`src/rtl/whack_pkg.sv`:
```
// Shared definitions for the whack-a-mole round controller.
//   - round state encodings, kept as plain logic constants
//   - LFSR feedback taps and a single-step helper
//   - default board geometry (mole count, score width)
package whack_pkg;

  typedef logic [2:0] round_state_t;

  localparam round_state_t ST_IDLE  = 3'd0;
  localparam round_state_t ST_SPAWN = 3'd1;
  localparam round_state_t ST_WAIT  = 3'd2;
  localparam round_state_t ST_HIT   = 3'd3;
  localparam round_state_t ST_MISS  = 3'd4;
  localparam round_state_t ST_OVER  = 3'd5;

  localparam logic [15:0] LFSR_TAPS = 16'hB400;

  localparam int DEF_N_MOLES = 16;
  localparam int DEF_SCORE_W = 6;

  // Right-shifting Galois step: the bit shifted out decides whether the
  // tap pattern is folded back into the register.
  function automatic logic [15:0] lfsr_next(input logic [15:0] cur);
    logic [15:0] shifted;
    shifted = cur >> 1;
    if (cur[0]) begin
      shifted = shifted ^ LFSR_TAPS;
    end
    return shifted;
  endfunction

endpackage

```
`src/rtl/mole_round_ctrl_if.sv`:
```
// Board-side bundle of the round controller.
//   start, tick, sw        : game inputs (start pulse, timebase strobe, raw switches)
//   LED                    : mole display
//   score_count, miss_count: running game counters
//   game_over, active      : coarse game status
// The master modport drives the inputs (board / bench), the slave modport is
// the controller itself.
interface mole_round_ctrl_if
  import whack_pkg::*;
#(
  parameter int N_MOLES = DEF_N_MOLES,
  parameter int SCORE_W = DEF_SCORE_W
);

  logic               start;
  logic               tick;
  logic [N_MOLES-1:0] sw;
  logic [N_MOLES-1:0] LED;
  logic [SCORE_W-1:0] score_count;
  logic [1:0]         miss_count;
  logic               game_over;
  logic               active;

  modport master (
    output start, tick, sw,
    input  LED, score_count, miss_count, game_over, active
  );

  modport slave (
    input  start, tick, sw,
    output LED, score_count, miss_count, game_over, active
  );

endinterface

```
`src/rtl/mole_round_ctrl_lfsr.sv`:
```
// Free-running 16-bit Galois LFSR used as the mole picker.
//   clk   : system clock
//   reset : asynchronous active-high, reloads SEED
//   state : current register contents, advances every clock
module mole_lfsr
  import whack_pkg::*;
#(
  parameter logic [15:0] SEED = 16'hACE1
) (
  input  logic        clk,
  input  logic        reset,
  output logic [15:0] state
);

  // The register never stops so the pick depends on how long the player took,
  // which is what makes the mole sequence feel random.
  always_ff @(posedge clk or posedge reset) begin
    if (reset) begin
      state <= SEED;
    end else begin
      state <= lfsr_next(state);
    end
  end

endmodule

```
`src/rtl/mole_round_ctrl.sv`:
```
// Whack-a-mole round controller.
// Picks a pseudo-random mole, lights it for a window of WINDOW_TICKS tick
// pulses, judges switch flips as hit or miss, keeps score and misses, and
// ends the game after MAX_MISSES misses.
//   clk, reset : system clock, asynchronous active-high reset
//   bus.start  : one-clock pulse, starts a game from IDLE or OVER
//   bus.tick   : one-clock timebase strobe for the hit window
//   bus.sw     : raw board switches (asynchronous)
//   bus.LED    : one-hot mole while waiting, all ones when the game is over
//   bus.score_count / bus.miss_count : counters for the current game
//   bus.game_over / bus.active       : status flags
module mole_round_ctrl
  import whack_pkg::*;
#(
  parameter int          N_MOLES      = DEF_N_MOLES,
  parameter int          WINDOW_TICKS = 500,
  parameter int          MAX_MISSES   = 3,
  parameter int          SCORE_W      = DEF_SCORE_W,
  parameter logic [15:0] LFSR_SEED    = 16'hACE1
) (
  input  logic              clk,
  input  logic              reset,
  mole_round_ctrl_if.slave  bus
);

  localparam int IDX_W = $clog2(N_MOLES);
  localparam int TMR_W = $clog2(WINDOW_TICKS + 1);
  localparam logic [SCORE_W-1:0] SCORE_MAX = {SCORE_W{1'b1}};

  round_state_t       state;
  logic [IDX_W-1:0]   target;
  logic [TMR_W-1:0]   timer;
  logic [SCORE_W-1:0] score;
  logic [1:0]         misses;
  logic [N_MOLES-1:0] led_q;

  logic [N_MOLES-1:0] sw_meta;
  logic [N_MOLES-1:0] sw_sync;
  logic [N_MOLES-1:0] sw_prev;
  logic [N_MOLES-1:0] tog;

  logic [15:0]        lfsr_state;
  logic [IDX_W-1:0]   cand;
  logic [IDX_W-1:0]   cand_inc;
  logic [IDX_W-1:0]   pick;
  logic [N_MOLES-1:0] target_mask;
  logic               tog_target;
  logic               tog_wrong;
  logic               unused_lfsr_hi;

  mole_lfsr #(
    .SEED (LFSR_SEED)
  ) u_lfsr (
    .clk   (clk),
    .reset (reset),
    .state (lfsr_state)
  );

  // Only the low index bits pick the mole; the rest just keep the sequence long.
  assign unused_lfsr_hi = ^lfsr_state[15:IDX_W];

  // Switch path: two flops to tame metastability, then an edge detector.
  // tog is registered so each flip produces exactly one clean one-clock pulse.
  always_ff @(posedge clk or posedge reset) begin
    if (reset) begin
      sw_meta <= '0;
      sw_sync <= '0;
      sw_prev <= '0;
      tog     <= '0;
    end else begin
      sw_meta <= bus.sw;
      sw_sync <= sw_meta;
      sw_prev <= sw_sync;
      tog     <= sw_sync ^ sw_prev;
    end
  end

  // Mole selection and toggle classification. The candidate is bumped by one
  // when it would light the same mole twice in a row.
  always_comb begin
    cand        = IDX_W'(32'(lfsr_state[IDX_W-1:0]) % N_MOLES);
    cand_inc    = (32'(cand) == N_MOLES - 1) ? '0 : cand + IDX_W'(1);
    pick        = (cand == target) ? cand_inc : cand;
    target_mask = N_MOLES'(1) << target;
    tog_target  = tog[target];
    tog_wrong   = |(tog & ~target_mask);
  end

  // Round state machine. Every state is a registered step; toggles arriving
  // outside WAIT are simply not looked at, and since the edge detector keeps
  // running they cannot show up later in the next window.
  always_ff @(posedge clk or posedge reset) begin
    if (reset) begin
      state  <= ST_IDLE;
      target <= '0;
      timer  <= '0;
      score  <= '0;
      misses <= '0;
    end else begin
      case (state)
        ST_IDLE: begin
          if (bus.start) begin
            score  <= '0;
            misses <= '0;
            state  <= ST_SPAWN;
          end
        end
        ST_SPAWN: begin
          target <= pick;
          timer  <= TMR_W'(WINDOW_TICKS - 1);
          state  <= ST_WAIT;
        end
        ST_WAIT: begin
          if (tog_target) begin
            state <= ST_HIT;
          end else if (tog_wrong) begin
            state <= ST_MISS;
          end else if (bus.tick) begin
            if (timer == '0) begin
              state <= ST_MISS;
            end else begin
              timer <= timer - TMR_W'(1);
            end
          end
        end
        ST_HIT: begin
          if (score != SCORE_MAX) begin
            score <= score + SCORE_W'(1);
          end
          state <= ST_SPAWN;
        end
        ST_MISS: begin
          misses <= misses + 2'd1;
          if (misses == 2'(MAX_MISSES - 1)) begin
            state <= ST_OVER;
          end else begin
            state <= ST_SPAWN;
          end
        end
        ST_OVER: begin
          if (bus.start) begin
            score  <= '0;
            misses <= '0;
            state  <= ST_SPAWN;
          end
        end
        default: begin
          state <= ST_IDLE;
        end
      endcase
    end
  end

  // The display is registered from the current state, so it trails the state
  // by one clock: the mole appears the clock after WAIT is entered.
  always_ff @(posedge clk or posedge reset) begin
    if (reset) begin
      led_q <= '0;
    end else begin
      case (state)
        ST_WAIT: led_q <= target_mask;
        ST_OVER: led_q <= '1;
        default: led_q <= '0;
      endcase
    end
  end

  assign bus.LED         = led_q;
  assign bus.score_count = score;
  assign bus.miss_count  = misses;
  assign bus.game_over   = (state == ST_OVER);
  assign bus.active      = (state == ST_SPAWN) || (state == ST_WAIT) ||
                           (state == ST_HIT)   || (state == ST_MISS);

endmodule

```
`src/flat_wrapper.sv`:
```
// flat-port wrapper written by rule: the top's interface ports become plain ports
module mole_round_ctrl_flat import whack_pkg::*;
#(
  parameter int          N_MOLES      = DEF_N_MOLES,
  parameter int          WINDOW_TICKS = 500,
  parameter int          MAX_MISSES   = 3,
  parameter int          SCORE_W      = DEF_SCORE_W,
  parameter logic [15:0] LFSR_SEED    = 16'hACE1
)
  (clk, reset, bus_start, bus_tick, bus_sw, bus_LED, bus_score_count, bus_miss_count, bus_game_over, bus_active);
  mole_round_ctrl_if #(.N_MOLES(N_MOLES), .SCORE_W(SCORE_W)) bus_i ();
  input  logic clk;
  input  logic reset;
  input wire logic [$bits(bus_i.start)-1:0] bus_start;
  input wire logic [$bits(bus_i.tick)-1:0] bus_tick;
  input wire logic [$bits(bus_i.sw)-1:0] bus_sw;
  output wire logic [$bits(bus_i.LED)-1:0] bus_LED;
  output wire logic [$bits(bus_i.score_count)-1:0] bus_score_count;
  output wire logic [$bits(bus_i.miss_count)-1:0] bus_miss_count;
  output wire logic [$bits(bus_i.game_over)-1:0] bus_game_over;
  output wire logic [$bits(bus_i.active)-1:0] bus_active;
  assign bus_i.start = bus_start;
  assign bus_i.tick = bus_tick;
  assign bus_i.sw = bus_sw;
  assign bus_LED = bus_i.LED;
  assign bus_score_count = bus_i.score_count;
  assign bus_miss_count = bus_i.miss_count;
  assign bus_game_over = bus_i.game_over;
  assign bus_active = bus_i.active;
  mole_round_ctrl #(.N_MOLES(N_MOLES), .WINDOW_TICKS(WINDOW_TICKS), .MAX_MISSES(MAX_MISSES), .SCORE_W(SCORE_W), .LFSR_SEED(LFSR_SEED)) u_core (.clk(clk), .reset(reset), .bus(bus_i));
endmodule
```
`config.mk`:
```
export PLATFORM = sky130hd
export DESIGN_NAME = mole_round_ctrl_flat
export DESIGN_NICKNAME = d
export VERILOG_FILES = /design/src/rtl/whack_pkg.sv /design/src/rtl/mole_round_ctrl_if.sv /design/src/rtl/mole_round_ctrl_lfsr.sv /design/src/rtl/mole_round_ctrl.sv /design/src/flat_wrapper.sv
export SDC_FILE = /design/constraint.sdc
export NUM_CORES = 1
export LEC_CHECK = 0
export CORE_MARGIN = 5
export CORE_UTILIZATION = 45
export CTS_CLUSTER_SIZE = 8
export DETAILED_ROUTE_END_ITERATION = 7
export PLACE_DENSITY_LB_ADDON = 0.3
export SLEW_MARGIN = 10
export SYNTH_ARGS = -nofsm -noshare
export SYNTH_HDL_FRONTEND = slang
export SYNTH_HIERARCHICAL = 1
export SYNTH_SLANG_ARGS = --single-unit
```
`constraint.sdc`:
```
create_clock -name clk -period 6.4 [get_ports clk]
set_input_delay 0.96 -clock clk [delete_from_list [all_inputs] [get_ports clk]]
set_output_delay 0.96 -clock clk [all_outputs]
set_load 0.02 [all_outputs]
```
Word-level counts from Yosys, hierarchy flattened. Cells that the tools add are included.

Input port bits: 20. Logic and storage cells: 75. Output and inout bits: 26. Bits in registers: 120.

Shift operators: 1. Add/subtract/negate cells: 4. Mux-type cells: 23. Equal/unequal tests: 17. Reduce and logical (&&, ||, !) cells: 14. Order comparisons: 1. Bitwise logic cells: 4.

Operators by type and width (number): $mux 9 (4); $pmux 16 s2 (1); $mux 3 (6); $pmux 9 s2 (1); $and 16x16->16 (1); $mux 16 (1); $not 16->16 (1); $reduce_or 16->1 (1); $shl 1x4->16 const A (1); $xor 16x16->16 (1); $pmux 3 s5 (1); $mux 6 (2); $pmux 6 s2 (1); $logic_not 9->1 (1); $sub 9x1->9 const B (1); $mux 4 (2); $ne 2x2->1 const B (4); $add 6x1->6 const B (1); $eq 3x2->1 const B (2); $eq 3x3->1 const B (2); $ne 6x6->1 const B (1); $reduce_and 3->1 (2); $reduce_bool 2->1 (3); $lt 4x5->1 const B (1); other kinds (19) (22).

Longest topological paths before layout.
Depth after elaboration: 7. Gate-level depth with buffers: 9. Depth with buffers taken out: 7.

Modules after synthesis. The synthesis kept the hierarchy.

By module, submodules not included: mole_round_ctrl (area each 4201.5 µm², instances 1, cells an instance 351, seq. area each 2602.5 µm²); mole_lfsr (area each 440.4 µm², instances 1, cells an instance 20, seq. area each 410.4 µm²).

Worst setup path before layout. No wires, ideal clock.

Path type: register to register. From: register u_core.target[0]. To: register u_core.timer[2]. Stages on the path, launching flop included: 9. Period minus slack after synthesis: 2.599 ns. Setup time: 0.120 ns. Slack: 3.801 ns. Data required time: 6.280 ns. Arrival time: 2.479 ns. Path buffers: 2. Path through: dfrtp_1 -> buf_6 -> mux2_1 -> o32ai_1 -> o2111a_1 -> or4b_1 -> buf_2 -> or4_1 -> a31o_1.

Longest elaborated chain between the ends: 6.

RTL lines: start, declared (line mole_round_ctrl.sv:31) `logic [IDX_W-1:0] target;`; start signal, assigned (line mole_round_ctrl.sv:109) `target <= pick;`; $shl 1x4->16 (line mole_round_ctrl.sv:84) `target_mask = N_MOLES'(1) << target;`; $not 16->16 (line mole_round_ctrl.sv:86) `tog_wrong = |(tog & ~target_mask);`; $and 16x16->16 (line mole_round_ctrl.sv:86); $reduce_or 16->1 (line mole_round_ctrl.sv:86); $ne 2x2->1 (no source line); $reduce_and 5->1 (no source line) *; end signal, assigned (line mole_round_ctrl.sv:110) `timer <= TMR_W'(WINDOW_TICKS - 1);`; end signal, assigned (line mole_round_ctrl.sv:122) `timer <= timer - TMR_W'(1);`; end, declared (line mole_round_ctrl.sv:32) `logic [TMR_W-1:0] timer;`.

Mark *: on every way between the ends. The rest lies on a longest branch, timed or not. The select of a mux whose other input is x is not followed. A chain may end at the register's enable or synchronous reset.

Worst setup path after layout.
From: register u_core.state[2]. To: output bus_game_over.

Longest elaborated chain between the ends: 1.

RTL lines: start, declared (line mole_round_ctrl.sv:30) `round_state_t state;`; start signal, assigned (line mole_round_ctrl.sv:94) `state <= ST_IDLE;`; start signal, assigned (line mole_round_ctrl.sv:105) `state <= ST_SPAWN;`; start signal, assigned (line mole_round_ctrl.sv:111) `state <= ST_WAIT;`; $eq 3x3->1 (line mole_round_ctrl.sv:171) `assign bus.game_over = (state == ST_OVER);`; end, declared (line flat_wrapper.sv:20) `output wire logic [$bits(bus_i.game_over)-1:0] bus_game_over;`.

No other way between the ends.

==> impl_metrics.csv <==
group,metric,value,unit
synthesis,async_reset_ff_share,100,%
drt,antenna_left,0,
clocking,tritoncts,"yes",
synthesis,netlist.top_cell.by_area,"dfrtp_1",
place,pre_cts_ws,3.32,ns
pwr,vdd_drop_max,163,uV
synthesis,ys_ff_latch,120,
critical_path,critPathKind,"register to output pin",
global_routing,grtUsageTotal,14.3,%
timing,fin_tns_setup,0,ns
synthesis,synthFlopType,"dfrtp_1",
critical_path,cp_data_required_time,5.44,ns
global_routing,grt_max_degree,54,
drt,wire_per_inst,14.2,um
timing,relSlewSlack,37.3,%
floorplan,start_util,45.6,%
finish,multiInputGateArea,1540,um2
finish,seq_area,3010,um2
synthesis,syn_inst,371,
pwr,powerDensity,413,nW/um2
finish,nets,447,
synthesis,synth_edf_count,0,
floorplan,ios,46,
timing,hold_viol,0,
timing,setup_violations,0,
floorplan,rows,37,
global_routing,grtUsageMet3,4.73,%
place,io_buffers,45,
global_routing,antenna_found_initial,0,
timing,whs,0.344,ns
global_routing,globalRouteMet2Util,21.8,%
floorplan,die_x,112,um
synthesis,yosysTopAreaCellShare,60.4,%
timing,clock.fmax,298,MHz
finish,nFillCells,835,
finish,syn2layout_area_growth,25.2,%
drt,drtIter0Drc,209,
critical_path,worstPathArrival,2.40,ns
global_routing,grt_pass1_vias,2973,
pwr,leakage,0.00252,uW
pwr,swShare,28.8,%
timing,post-route-min-period,3.36,ns
clocking,cts.sinks,120,
clocking,hold_buffers,0,
drt,drc,0,
drt,via_per_inst,5.15,
floorplan,die_y,112,um
global_routing,grt_pass1_wl,14300,um
floorplan,fp.dieArea,12400,um2
clocking,htreeDepth,4,
pwr,clkPwrFrac,39.4,%
timing,tightest_slew,0.932,ns
critical_path,cp_max_fo,17,
synthesis,avgSynthCellArea,12.5,um2
synthesis,ys_top_cells_by_area,"dfrtp_1, dfstp_2, xor2_1",
drt,vias,2939,
critical_path,r2r_slack,3.29,ns
pwr,p_sw,691,uW
finish,layout_common_cells,"dfrtp_1, clkdlybuf4s50_1, nor2_1, o21ai_0",
timing,fin_ws,3.04,ns
drt,first_pass_iters,4,
clocking,clk-insertion-delay-late,0.50,ns
clocking,cts-root-buf,"clkbuf_8",
run_status,outcome,"finished clean",
finish,drive_gt1_share,10.3,%
timing,slew_viol_final,0,
worst_hold_path,hold_path_class,"register to register",
finish,antenna_cells,0,
floorplan,coreArea,10200,um2
pwr,p_seq_share,39.4,%
synthesis,ys_warn_count,6,
synthesis,syn_area,4640,um2
global_routing,overflow,0,
critical_path,cp-start-kind,"register",
clocking,clkSlewWorstSetupHoldPaths,0.06,ns
drt,drt_wl_total,8110,um
global_routing,grt-busiest-layer,"met2",
timing,rsz0062_at_grt,"no",
synthesis,yosysSeqAreaShare,64.9,%
place,gp_congestion,0.874,
synthesis,synth_cell_types,59,
place,dp_hpwl,5210,um
timing,fin_crit_sh,52.5,%
finish,layout_commonest_cell,"dfrtp_1",
critical_path,cp-end-kind,"output pin",
pwr,internal-power,1710,uW
timing,skew,0.00943,ns
pwr,pwr-share-comb,21.2,%
synthesis,synth_nets,396,
clocking,cts_setup_buffers,0,
global_routing,grtUsageMet1,18.7,%
flow_run,maxCapViolCount,0,
clocking,clk_path_buf_depth,2,
clocking,cts_resized,0,
clocking,cts_buffers,17,
[final timing paths]
check                                                    end  depth (start not counted)                         startpoint
max                                            bus_game_over                          4        u_core/state[2]$_DFFE_PP0P_
min                        u_core/u_lfsr/state[11]$_DFF_PP1_                          0  u_core/u_lfsr/state[12]$_DFF_PP0_
max reg2reg                      u_core/timer[2]$_DFFE_PP0P_                          6       u_core/target[0]$_DFFE_PP0P_
min reg2reg                u_core/u_lfsr/state[11]$_DFF_PP1_                          0  u_core/u_lfsr/state[12]$_DFF_PP0_
max in group asynchronous       u_core/sw_prev[10]$_DFF_PP0_                          3                              reset
min in group asynchronous   u_core/u_lfsr/state[8]$_DFF_PP0_                          2                              reset
[critical path: stages (launching register included)]
cell             delay [ns]
dfrtp_1                0.55
nor2b_1                0.26
nand2_1                0.30
inv_1                  0.16
clkdlybuf4s50_1        0.61
[layer usage]
layer	wire [um]	share of wire [%]	vias to the layer above
met3	449	5.5	13
met4	117	1.4	0
met5	0	0	-
li1	-	-	1414
met1	3720	46	1434
met2	3820	47	78
[cells by family after synthesis]
| family | synth area share [%] |
|---|---|
| muxes | 4.37 |
| AOI/OAI and AO/OA | 9.14 |
| and+or+nand+nor | 13.2 |
| buffers and inverters | 1.97 |
| adders and majority gates | 1.35 |
| xor gates and xnor gates | 5.09 |
| DFF | 64.9 |
[stage by stage]
stage          cells  utilization [%]  instance area (um2)  total power [uW]
6_report         571             57.1                 5810              2400
5_1_grt          571             57.1                 5810              2530
4_1_cts          571             57.1                 5810              2420
3_5_place_dp     539             51.1                 5210              1460
3_3_place_gp     539             51.1                 5210              1450
2_1_floorplan    371                -                 4640              1290
[cell type report]
class                      instances  area share (%)
tap                              136            2.93
multi-input combinational        230            26.5
inverter                           7           0.495
clock buffer                      26            8.40
clock inverter                     6            1.98
timing repair buffer              46            7.88
sequential                       120            51.9
[synth_stat cells (all sizes together), types with 7 or more instances]
cell	number
a21oi	14
clkbuf	8
dfrtp	112
dfstp	8
inv	7
mux2i	9
nand2	24
nor2	29
nor2b	9
nor3	8
o21ai	26
xor2	24
[flip-flops by register name, indices dropped and copies added, names as in the netlist]
name	count
u_core/bus.score_count	6
u_core/bus.LED	16
u_core/target	4
u_core/state	3
u_core/u_lfsr/state	16
u_core/sw_meta	16
u_core/sw_prev	16
u_core/bus.miss_count	2
u_core/timer	9
u_core/sw_sync	16
u_core/tog	16
[power by group through the flow]
stage / Clock (uW) / Sequential (uW) / Combinational [uW]
floorplan: 0 / 955 / 330
global placement: 0 / 951 / 498
detailed placement: 0 / 956 / 507
CTS: 967 / 944 / 512
global route: 1000 / 961 / 561
finish: 946 / 945 / 508
Note: power is estimated with default switching activity, not from simulation.
